==> config.mk <==
export PLATFORM = sky130hd
export DESIGN_NAME = editor_hora_bcd_flat
export DESIGN_NICKNAME = d
export VERILOG_FILES = /design/src/rtl/editor_hora_bcd_if.sv /design/src/rtl/editor_hora_bcd.sv /design/src/flat_wrapper.sv
export SDC_FILE = /design/constraint.sdc
export NUM_CORES = 1
export LEC_CHECK = 0
export BUFFER_PORTS_ARGS = -buffer_cell sky130_fd_sc_hd__buf_2
export CORE_MARGIN = 2
export CORE_UTILIZATION = 51
export DETAILED_ROUTE_END_ITERATION = 7
export GPL_TIMING_DRIVEN = 1
export PLACE_DENSITY = 0.78
export SYNTH_ARGS = -nofsm -noshare
export SYNTH_HDL_FRONTEND = slang
export SYNTH_SLANG_ARGS = --single-unit
export TNS_END_PERCENT = 1
==> constraint.sdc <==
create_clock -name clk -period 2.2 [get_ports clk]
set_clock_uncertainty 0.05 [all_clocks]
set_input_delay 0.11 -clock clk [delete_from_list [all_inputs] [get_ports clk]]
set_output_delay 0.11 -clock clk [all_outputs]
set_load 0.01 [all_outputs]
==> src/rtl/editor_hora_bcd_if.sv <==
// editor_hora_bcd_if: button pulses, RTC time and edited-time outputs of the time editor
interface editor_hora_bcd_if;
  logic programar, derecha, izquierda, arriba, abajo;
  logic [7:0] hora_in, min_in, seg_in;
  logic [7:0] hora_bcd, min_bcd, seg_bcd;
  logic [1:0] cursor;
  logic editando, escribir;
  modport master (
    output programar, derecha, izquierda, arriba, abajo, hora_in, min_in, seg_in,
    input  hora_bcd, min_bcd, seg_bcd, cursor, editando, escribir
  );
  modport slave (
    input  programar, derecha, izquierda, arriba, abajo, hora_in, min_in, seg_in,
    output hora_bcd, min_bcd, seg_bcd, cursor, editando, escribir
  );
endinterface

==> src/rtl/editor_hora_bcd.sv <==
// editor_hora_bcd: mirrors RTC time, edits hh:mm:ss in BCD with a field cursor, strobes a write on exit
module editor_hora_bcd #(
  parameter logic [7:0] MAX_HORA = 8'h23,
  parameter logic [7:0] MAX_MIN  = 8'h59
) (
  input logic clk,
  input logic reset,
  editor_hora_bcd_if.slave bus
);
  typedef enum logic [1:0] {REPOSO, EDICION, ESCRITURA} state_t;
  state_t state, state_n;
  logic [7:0] hora_q, min_q, seg_q, hora_n, min_n, seg_n;
  logic [1:0] cursor_q, cursor_n;
  logic edit_q, edit_n, wr_q, wr_n;
  logic chg, mov;
  function automatic logic [7:0] paso(input logic [7:0] v, input logic [7:0] max, input logic up);
    if (up) return v == max ? 8'h00 : v[3:0] == 4'h9 ? {v[7:4] + 4'h1, 4'h0} : v + 8'h01;
    return v == 8'h00 ? max : v[3:0] == 4'h0 ? {v[7:4] - 4'h1, 4'h9} : v - 8'h01;
  endfunction
  assign chg = bus.arriba ^ bus.abajo;
  assign mov = bus.derecha ^ bus.izquierda;
  always_comb begin
    state_n  = state;
    hora_n   = hora_q;
    min_n    = min_q;
    seg_n    = seg_q;
    cursor_n = cursor_q;
    edit_n   = 1'b0;
    wr_n     = 1'b0;
    case (state)
      REPOSO: begin
        state_n  = bus.programar ? EDICION : REPOSO;
        edit_n   = bus.programar;
        cursor_n = 2'd0;
        hora_n   = bus.programar ? hora_q : bus.hora_in;
        min_n    = bus.programar ? min_q : bus.min_in;
        seg_n    = bus.programar ? seg_q : bus.seg_in;
      end
      EDICION: begin
        // edits use the cursor before any move in the same cycle
        hora_n   = (chg && cursor_q == 2'd0) ? paso(hora_q, MAX_HORA, bus.arriba) : hora_q;
        min_n    = (chg && cursor_q == 2'd1) ? paso(min_q, MAX_MIN, bus.arriba) : min_q;
        seg_n    = (chg && cursor_q == 2'd2) ? paso(seg_q, MAX_MIN, bus.arriba) : seg_q;
        cursor_n = !mov ? cursor_q
                 : bus.derecha ? (cursor_q == 2'd2 ? 2'd0 : cursor_q + 2'd1)
                 : (cursor_q == 2'd0 ? 2'd2 : cursor_q - 2'd1);
        edit_n   = bus.programar;
        wr_n     = !bus.programar;
        state_n  = bus.programar ? EDICION : ESCRITURA;
      end
      default: begin
        state_n  = REPOSO;
        cursor_n = 2'd0;
        hora_n   = bus.hora_in;
        min_n    = bus.min_in;
        seg_n    = bus.seg_in;
      end
    endcase
  end
  always_ff @(posedge clk or negedge reset) begin
    if (!reset) begin
      state    <= REPOSO;
      hora_q   <= 8'h00;
      min_q    <= 8'h00;
      seg_q    <= 8'h00;
      cursor_q <= 2'd0;
      edit_q   <= 1'b0;
      wr_q     <= 1'b0;
    end else begin
      state    <= state_n;
      hora_q   <= hora_n;
      min_q    <= min_n;
      seg_q    <= seg_n;
      cursor_q <= cursor_n;
      edit_q   <= edit_n;
      wr_q     <= wr_n;
    end
  end
  assign bus.hora_bcd = hora_q;
  assign bus.min_bcd  = min_q;
  assign bus.seg_bcd  = seg_q;
  assign bus.cursor   = cursor_q;
  assign bus.editando = edit_q;
  assign bus.escribir = wr_q;
endmodule
==> src/flat_wrapper.sv <==
// flat-port wrapper written by rule: the top's interface ports become plain ports
module editor_hora_bcd_flat 
#(
  parameter logic [7:0] MAX_HORA = 8'h23,
  parameter logic [7:0] MAX_MIN  = 8'h59
)
  (clk, reset, bus_programar, bus_derecha, bus_izquierda, bus_arriba, bus_abajo, bus_hora_in, bus_min_in, bus_seg_in, bus_hora_bcd, bus_min_bcd, bus_seg_bcd, bus_cursor, bus_editando, bus_escribir);
  editor_hora_bcd_if bus_i ();
  input logic clk;
  input logic reset;
  input wire logic [$bits(bus_i.programar)-1:0] bus_programar;
  input wire logic [$bits(bus_i.derecha)-1:0] bus_derecha;
  input wire logic [$bits(bus_i.izquierda)-1:0] bus_izquierda;
  input wire logic [$bits(bus_i.arriba)-1:0] bus_arriba;
  input wire logic [$bits(bus_i.abajo)-1:0] bus_abajo;
  input wire logic [$bits(bus_i.hora_in)-1:0] bus_hora_in;
  input wire logic [$bits(bus_i.min_in)-1:0] bus_min_in;
  input wire logic [$bits(bus_i.seg_in)-1:0] bus_seg_in;
  output wire logic [$bits(bus_i.hora_bcd)-1:0] bus_hora_bcd;
  output wire logic [$bits(bus_i.min_bcd)-1:0] bus_min_bcd;
  output wire logic [$bits(bus_i.seg_bcd)-1:0] bus_seg_bcd;
  output wire logic [$bits(bus_i.cursor)-1:0] bus_cursor;
  output wire logic [$bits(bus_i.editando)-1:0] bus_editando;
  output wire logic [$bits(bus_i.escribir)-1:0] bus_escribir;
  assign bus_i.programar = bus_programar;
  assign bus_i.derecha = bus_derecha;
  assign bus_i.izquierda = bus_izquierda;
  assign bus_i.arriba = bus_arriba;
  assign bus_i.abajo = bus_abajo;
  assign bus_i.hora_in = bus_hora_in;
  assign bus_i.min_in = bus_min_in;
  assign bus_i.seg_in = bus_seg_in;
  assign bus_hora_bcd = bus_i.hora_bcd;
  assign bus_min_bcd = bus_i.min_bcd;
  assign bus_seg_bcd = bus_i.seg_bcd;
  assign bus_cursor = bus_i.cursor;
  assign bus_editando = bus_i.editando;
  assign bus_escribir = bus_i.escribir;
  editor_hora_bcd #(.MAX_HORA(MAX_HORA), .MAX_MIN(MAX_MIN)) u_core (.clk(clk), .reset(reset), .bus(bus_i));
endmodule
==> impl_metrics.yaml, run 1 <==
status:
  status: "complete, no violations"
logic_synthesis:
  ys_warn_count: 0
  synth-compound-area-share: 0.297
  yosys_most_used_dff: "dfrtp_1"
  yosysTopAreaCellShare: 0.232
  syn_nets: 440
  synth_top_cells_by_area: "dfrtp_1 (23%), ha_1 (12%), nor2_1 (4.7%)"
  muxShareOfSynthArea: 0.0145
  synth_top_family_by_area: "compound AO/OA/AOI/OAI gates"
  syn-cell-area_mm2: 0.00302
  synth-xor-area-share: 0.0319
  yosys.area.top_type: "dfrtp_1"
  synthCells: 380
  ys_types: 71
  synth.avg_cell_area_um2: 7.96
  ys_seq_area_frac: 0.232
  yosysMostFrequentCell: "nor2_1"
  synthTopCellsByCount: "nor2_1 (38), ha_1 (29), dfrtp_1 (28), nand2_1 (24), inv_1 (22)"
  synth-edff-count: 0
  synthAdderAreaFrac: 0.120
  synth-simple-area-share: 0.236
  synthArstFlopShare: 1.00
  synth_seq_cells: 28
global_route:
  overflow: 0
  grt_max_degree: 38
  antenna_found_initial: 0
  grt_pass1_wl_mm: 14.2
  grt_pass1_vias: 3033
  grt_usage: 0.268
critical_path:
  cp_top_family: "simple AND/OR/NAND/NOR gates"
  critPathKind: "flip-flop to flip-flop"
  cp_num_buf_inv: 1
  cp-end-kind: "flip-flop"
  cp.arrival_ns: 2.19
  critPathRequiredTime_ns: 2.33
  reg2regPathDepth: 7
  crit_path_cell_trace: "inv_1 -> ha_1 -> or3b_1 -> o211a_1 -> or3_1 -> a32oi_1 -> o21ai_1"
  start_kind: "flip-flop"
  cpPeakStageDelay_ns: 0.39
  critical_path_depth: 7
  critical_path.slowest_cell: "dfrtp_1"
  cp_max_fo: 5
clock_network:
  cts_sinks: 28
  cts_root_buffer: "clkbuf_8"
  clockBufferDepth: 2
  insertion_delay_ns: 0.29
  clk_pin_slew_ns: 0.12
  h-tree-depth: 1
  cts_tree: "done"
  numCtsBuffers: 3
  post-cts-setup-buffers: 0
hold_path:
  min_path_type: "input port to flip-flop"
  hold_path_depth: 3
detailed_routing:
  vias: 3160
  drcViolationCount: 0
  dr.pass1.iters: 6
  drt_iter0_drc: 273
  via_per_inst: 6.10
  ant_nets: 0
  wl_per_cell_um: 16.2
  totalWireLength_mm: 8.41
finish:
  antenna_cells: 0
  n_fill_cell: 557
  drive_gt1_frac: 0.226
  fin_cells: 518
  areaGrowthSynthToFinish_pct: 17.8
  nNetsFinal: 504
sta:
  period_share: 0.934
  setup_viol_count_final: 0
  rsz0062_at_grt: "false"
  slew_headroom: 0.552
  period_minus_slack_ns: 2.05
  worstMarginPinSlew_ns: 0.672
  worst_slack_ns: 0.146
  final_hold_viol_count: 0
  max_freq_mhz: 487
  final_max_slew_viol_count: 0
  whs_ns: 0.0445
  fin_setup_tns_ns: 0
floorplanning:
  die_h_um: 81.0
  initial_core_util: 0.520
  core_area_mm2: 0.00582
  boundaryPins: 59
  die_area_mm2: 0.00656
  rows: 28
  die_x_um: 81.0
power:
  p_leak_nw: 1.57
  powerDensity_mw_per_mm2: 788
  finalPower_mw: 2.81
  peakVddDrop_v: 0.000392
placement:
  dp.cells: 512
  dp_hpwl_mm: 6.19
  gp_congestion: 0.949
  dp_slack_ns: 0.156
  portBuffers: 58
job:
  drv_cap: 0
## metrics by stage
stage	area [um^2]	util
6_report	3560	0.613
3_3_place_gp	3470	0.596
3_5_place_dp	3470	0.596
5_1_grt	3560	0.613
4_1_cts	3560	0.612
2_1_floorplan	3020	-
## layout make-up
cell class,instances,area [um^2],share of cell area
Clock inverter,1,30.0,0.00843
Timing Repair Buffer,81,480,0.135
Tap cell,75,93.8,0.0263
Multi-Input combinational cell,305,2120,0.596
Sequential cell,28,702,0.197
Clock buffer,3,41.3,0.0116
Inverter,25,93.8,0.0263
## power by group
part | total (mW) | leakage [nW] | internal (mW) | switching, mW
Sequential | 0.868 | 0.337 | 0.630 | 0.238
Clock | 0.425 | 0.0357 | 0.244 | 0.181
Combinational | 1.52 | 1.19 | 0.652 | 0.864
Total | 2.81 | 1.57 | 1.53 | 1.28
## repair_timing
action,4_1_cts,5_1_grt
resized for setup,0,2
hold endpoints to repair,29,0
hold buffers,2,0
setup endpoints to repair,0,2
## per-layer routing
layer,up-vias,share of wire,GRT usage
li1,1546,-,-
met2,111,0.49,0.455
met1,1485,0.43,0.353
met3,18,0.061,0.0311
met5,-,0,0
met4,0,0.020,0.0932
## registers in the layout, indices dropped and copies added, names as in the netlist
name / count
u_core.bus.seg_bcd: 8
u_core.bus.min_bcd: 8
u_core.state: 1
u_core.bus.hora_bcd: 8
u_core.bus.editando: 1
u_core.bus.cursor: 2
## tightest hold or removal path, cell delays in order
cell and delay [ns]:
buf_2 0.08, nand3_1 0.06, nand4_1 0.10
## kinds of logic after synthesis
family          Yosys count
buf+inv                  47
mux                       4
compound gates          126
xor+xnor                 11
fa+ha+maj                29
simple gates            135
flops                    28
## final timing paths
kind	slack (ns)	endpoint	startpoint
max in group asynchronous	1.28	u_core.bus.seg_bcd[1]	reset
worst min register to register	0.49	u_core.bus.editando	u_core.state[1]
worst min-delay path	0.04	u_core.bus.min_bcd[4]	bus_min_in[4]
min in group asynchronous	0.33	u_core.bus.cursor[0]	reset
worst max register to register	0.15	u_core.bus.hora_bcd[3]	u_core.bus.hora_bcd[4]
worst max-delay path	0.15	u_core.bus.hora_bcd[3]	u_core.bus.hora_bcd[4]
## placed cells by master, fill, tap and decap left out, types with 10 or more instances in the layout
cell / instances
buf_2: 58
ha_1: 29
o21ai_0: 16
nor2_1: 38
o21ai_1: 10
buf_4: 20
nand3_1: 17
a21oi_1: 19
dfrtp_1: 27
nand2_1: 24
inv_1: 22
Power figures use the tool's default switching activity.
==> run 2: changes to the inputs <==
--- a/config.mk
+++ b/config.mk
@@ -11,6 +11,7 @@
 export DETAILED_ROUTE_END_ITERATION = 7
 export GPL_TIMING_DRIVEN = 1
 export PLACE_DENSITY = 0.78
+export RECOVER_POWER = 50
 export SYNTH_ARGS = -nofsm -noshare
 export SYNTH_HDL_FRONTEND = slang
 export SYNTH_SLANG_ARGS = --single-unit
==> impl_metrics.yaml, run 2 (synthesized netlist as in run 1, its figures left out) <==
sta:
  fin_setup_tns_ns: 0
  max_freq_mhz: 485
  worstMarginPinSlew_ns: 0.759
  slew_headroom: 0.494
  rsz0062_at_grt: "false"
  final_hold_viol_count: 0
  period_share: 0.937
  worst_slack_ns: 0.140
  final_max_slew_viol_count: 0
  period_minus_slack_ns: 2.06
  setup_viol_count_final: 0
critical_path:
  reg2regPathDepth: 7
  cp.arrival_ns: 2.20
  cp-end-kind: "flip-flop"
  cp_max_fo: 5
  r2r_end: "u_core.bus.hora_bcd[3]"
  critical_path.slowest_cell: "dfrtp_1"
  startpoint: "u_core.bus.hora_bcd[4]"
  r2r-start: "u_core.bus.hora_bcd[4]"
  start_kind: "flip-flop"
  cp_top_family: "simple AND/OR/NAND/NOR gates"
  cp_num_buf_inv: 1
  crit_path_cell_trace: "inv_1 -> ha_1 -> or3b_1 -> o211a_1 -> or3_1 -> a32oi_1 -> o21ai_1"
  critPathRequiredTime_ns: 2.34
  critPathKind: "flip-flop to flip-flop"
  cpPeakStageDelay_ns: 0.39
  r2r_setup_slack_ns: 0.14
finish:
  drive_gt1_frac: 0.199
  antenna_cells: 0
  areaGrowthSynthToFinish_pct: 17.2
  final_common_cell: "buf_2"
  most-common-layout-cells: "buf_2 (47), nor2_1 (38), ha_1 (29)"
  nNetsFinal: 504
clock_network:
  h-tree-depth: 1
  numCtsBuffers: 3
  cts_tree: "done"
  cts_root_buffer: "clkbuf_8"
  clockBufferDepth: 2
  clk_pin_slew_ns: 0.11
  cts_sinks: 28
  insertion_delay_ns: 0.29
job:
  drv_cap: 0
global_route:
  grt_usage: 0.268
  grt_pass1_wl_mm: 14.2
  grt_pass1_vias: 3033
  antenna_found_initial: 0
  overflow: 0
  grt_max_degree: 38
floorplanning:
  core_area_mm2: 0.00582
  die_x_um: 81.0
  initial_core_util: 0.520
  die_h_um: 81.0
  boundaryPins: 59
  rows: 28
  die_area_mm2: 0.00656
hold_path:
  min_path_type: "input port to flip-flop"
  hold_start: "bus_min_in[4]"
  hold_path_depth: 3
  whs_endpoint: "u_core.bus.min_bcd[4]"
power:
  peakVddDrop_v: 0.000393
  powerDensity_mw_per_mm2: 789
  p_leak_nw: 1.53
detailed_routing:
  dr.pass1.iters: 5
  via_per_inst: 6.13
  vias: 3176
  ant_nets: 0
  drt_iter0_drc: 258
  totalWireLength_mm: 8.40
  wl_per_cell_um: 16.2
  drcViolationCount: 0
placement:
  gp_congestion: 0.949
  dp_hpwl_mm: 6.19
  portBuffers: 58
  dp_slack_ns: 0.156
status:
  status: "complete, no violations"
-- run 2: cell count changes in the layout (fill, tap and decap cells not counted), sizes merged --
| cell | previous run | this run |
|---|---|---|
| buf | 79 | 66 |
| clkbuf | 3 | 16 |
-- run 2: how the worst max path moves through the flow --
| stage | depth (start not counted) | slack, ns | endpoint |
|---|---|---|---|
| 2_1_floorplan | 7 | 0.11 | u_core.bus.hora_bcd[3] |
| 3_3_place_gp | 7 | 0.22 | u_core.bus.hora_bcd[3] |
| 3_5_place_dp | 7 | 0.16 | u_core.bus.seg_bcd[4] |
| 4_1_cts | 7 | 0.15 | u_core.bus.hora_bcd[3] |
| 5_1_grt | 7 | 0.01 | u_core.bus.min_bcd[7] |
| 6_report | 7 | 0.14 | u_core.bus.hora_bcd[3] |
-- run 2: cell type report --
class,instances,area [um^2]
well taps,75,93.8
repair buffers,81,460
clock inverters,1,30.0
inverters,25,93.8
fillers,562,2270
flip-flops and latches,28,702
clock buffers,3,41.3
multi-input cells,305,2120
-- run 2: timing repair --
item,CTS,global route
hold buffers,2,0
endpoints found under the hold margin,29,0
gates resized for setup,0,2
endpoints found under the setup margin,0,2
buffers inserted,0,0
-- run 2: where the power goes --
group,leakage [nW],switching (mW),internal [mW]
Combinational,1.15,0.865,0.636
Sequential,0.337,0.240,0.630
Clock,0.0357,0.182,0.244
-- run 2: layer usage --
metal,wire length [um],vias to the layer above,global-route usage
met1,3650,1482,0.353
met5,0,-,0
met2,4070,117,0.455
met3,490,24,0.0311
li1,-,1553,-
met4,192,0,0.0932
-- run 2: through the flow --
stage / hold slack (ns) / power [mW] / instances / instance area, um^2 / utilization
floorplan: -0.236 / 1.88 / 380 / 3020 / -
global placement: 0.149 / 2.31 / 512 / 3470 / 0.596
detailed placement: 0.148 / 2.37 / 512 / 3470 / 0.596
CTS: 0.0379 / 2.80 / 518 / 3560 / 0.612
global route: 0.0267 / 3.03 / 518 / 3540 / 0.609
finish: 0.0425 / 2.80 / 518 / 3540 / 0.609
-- run 2: worst register-to-register path: stages (launching register included) --
cell and delay [ns]:
dfrtp_1 0.39, inv_1 0.14, ha_1 0.18, or3b_1 0.39, o211a_1 0.22, or3_1 0.31, a32oi_1 0.20, o21ai_1 0.08
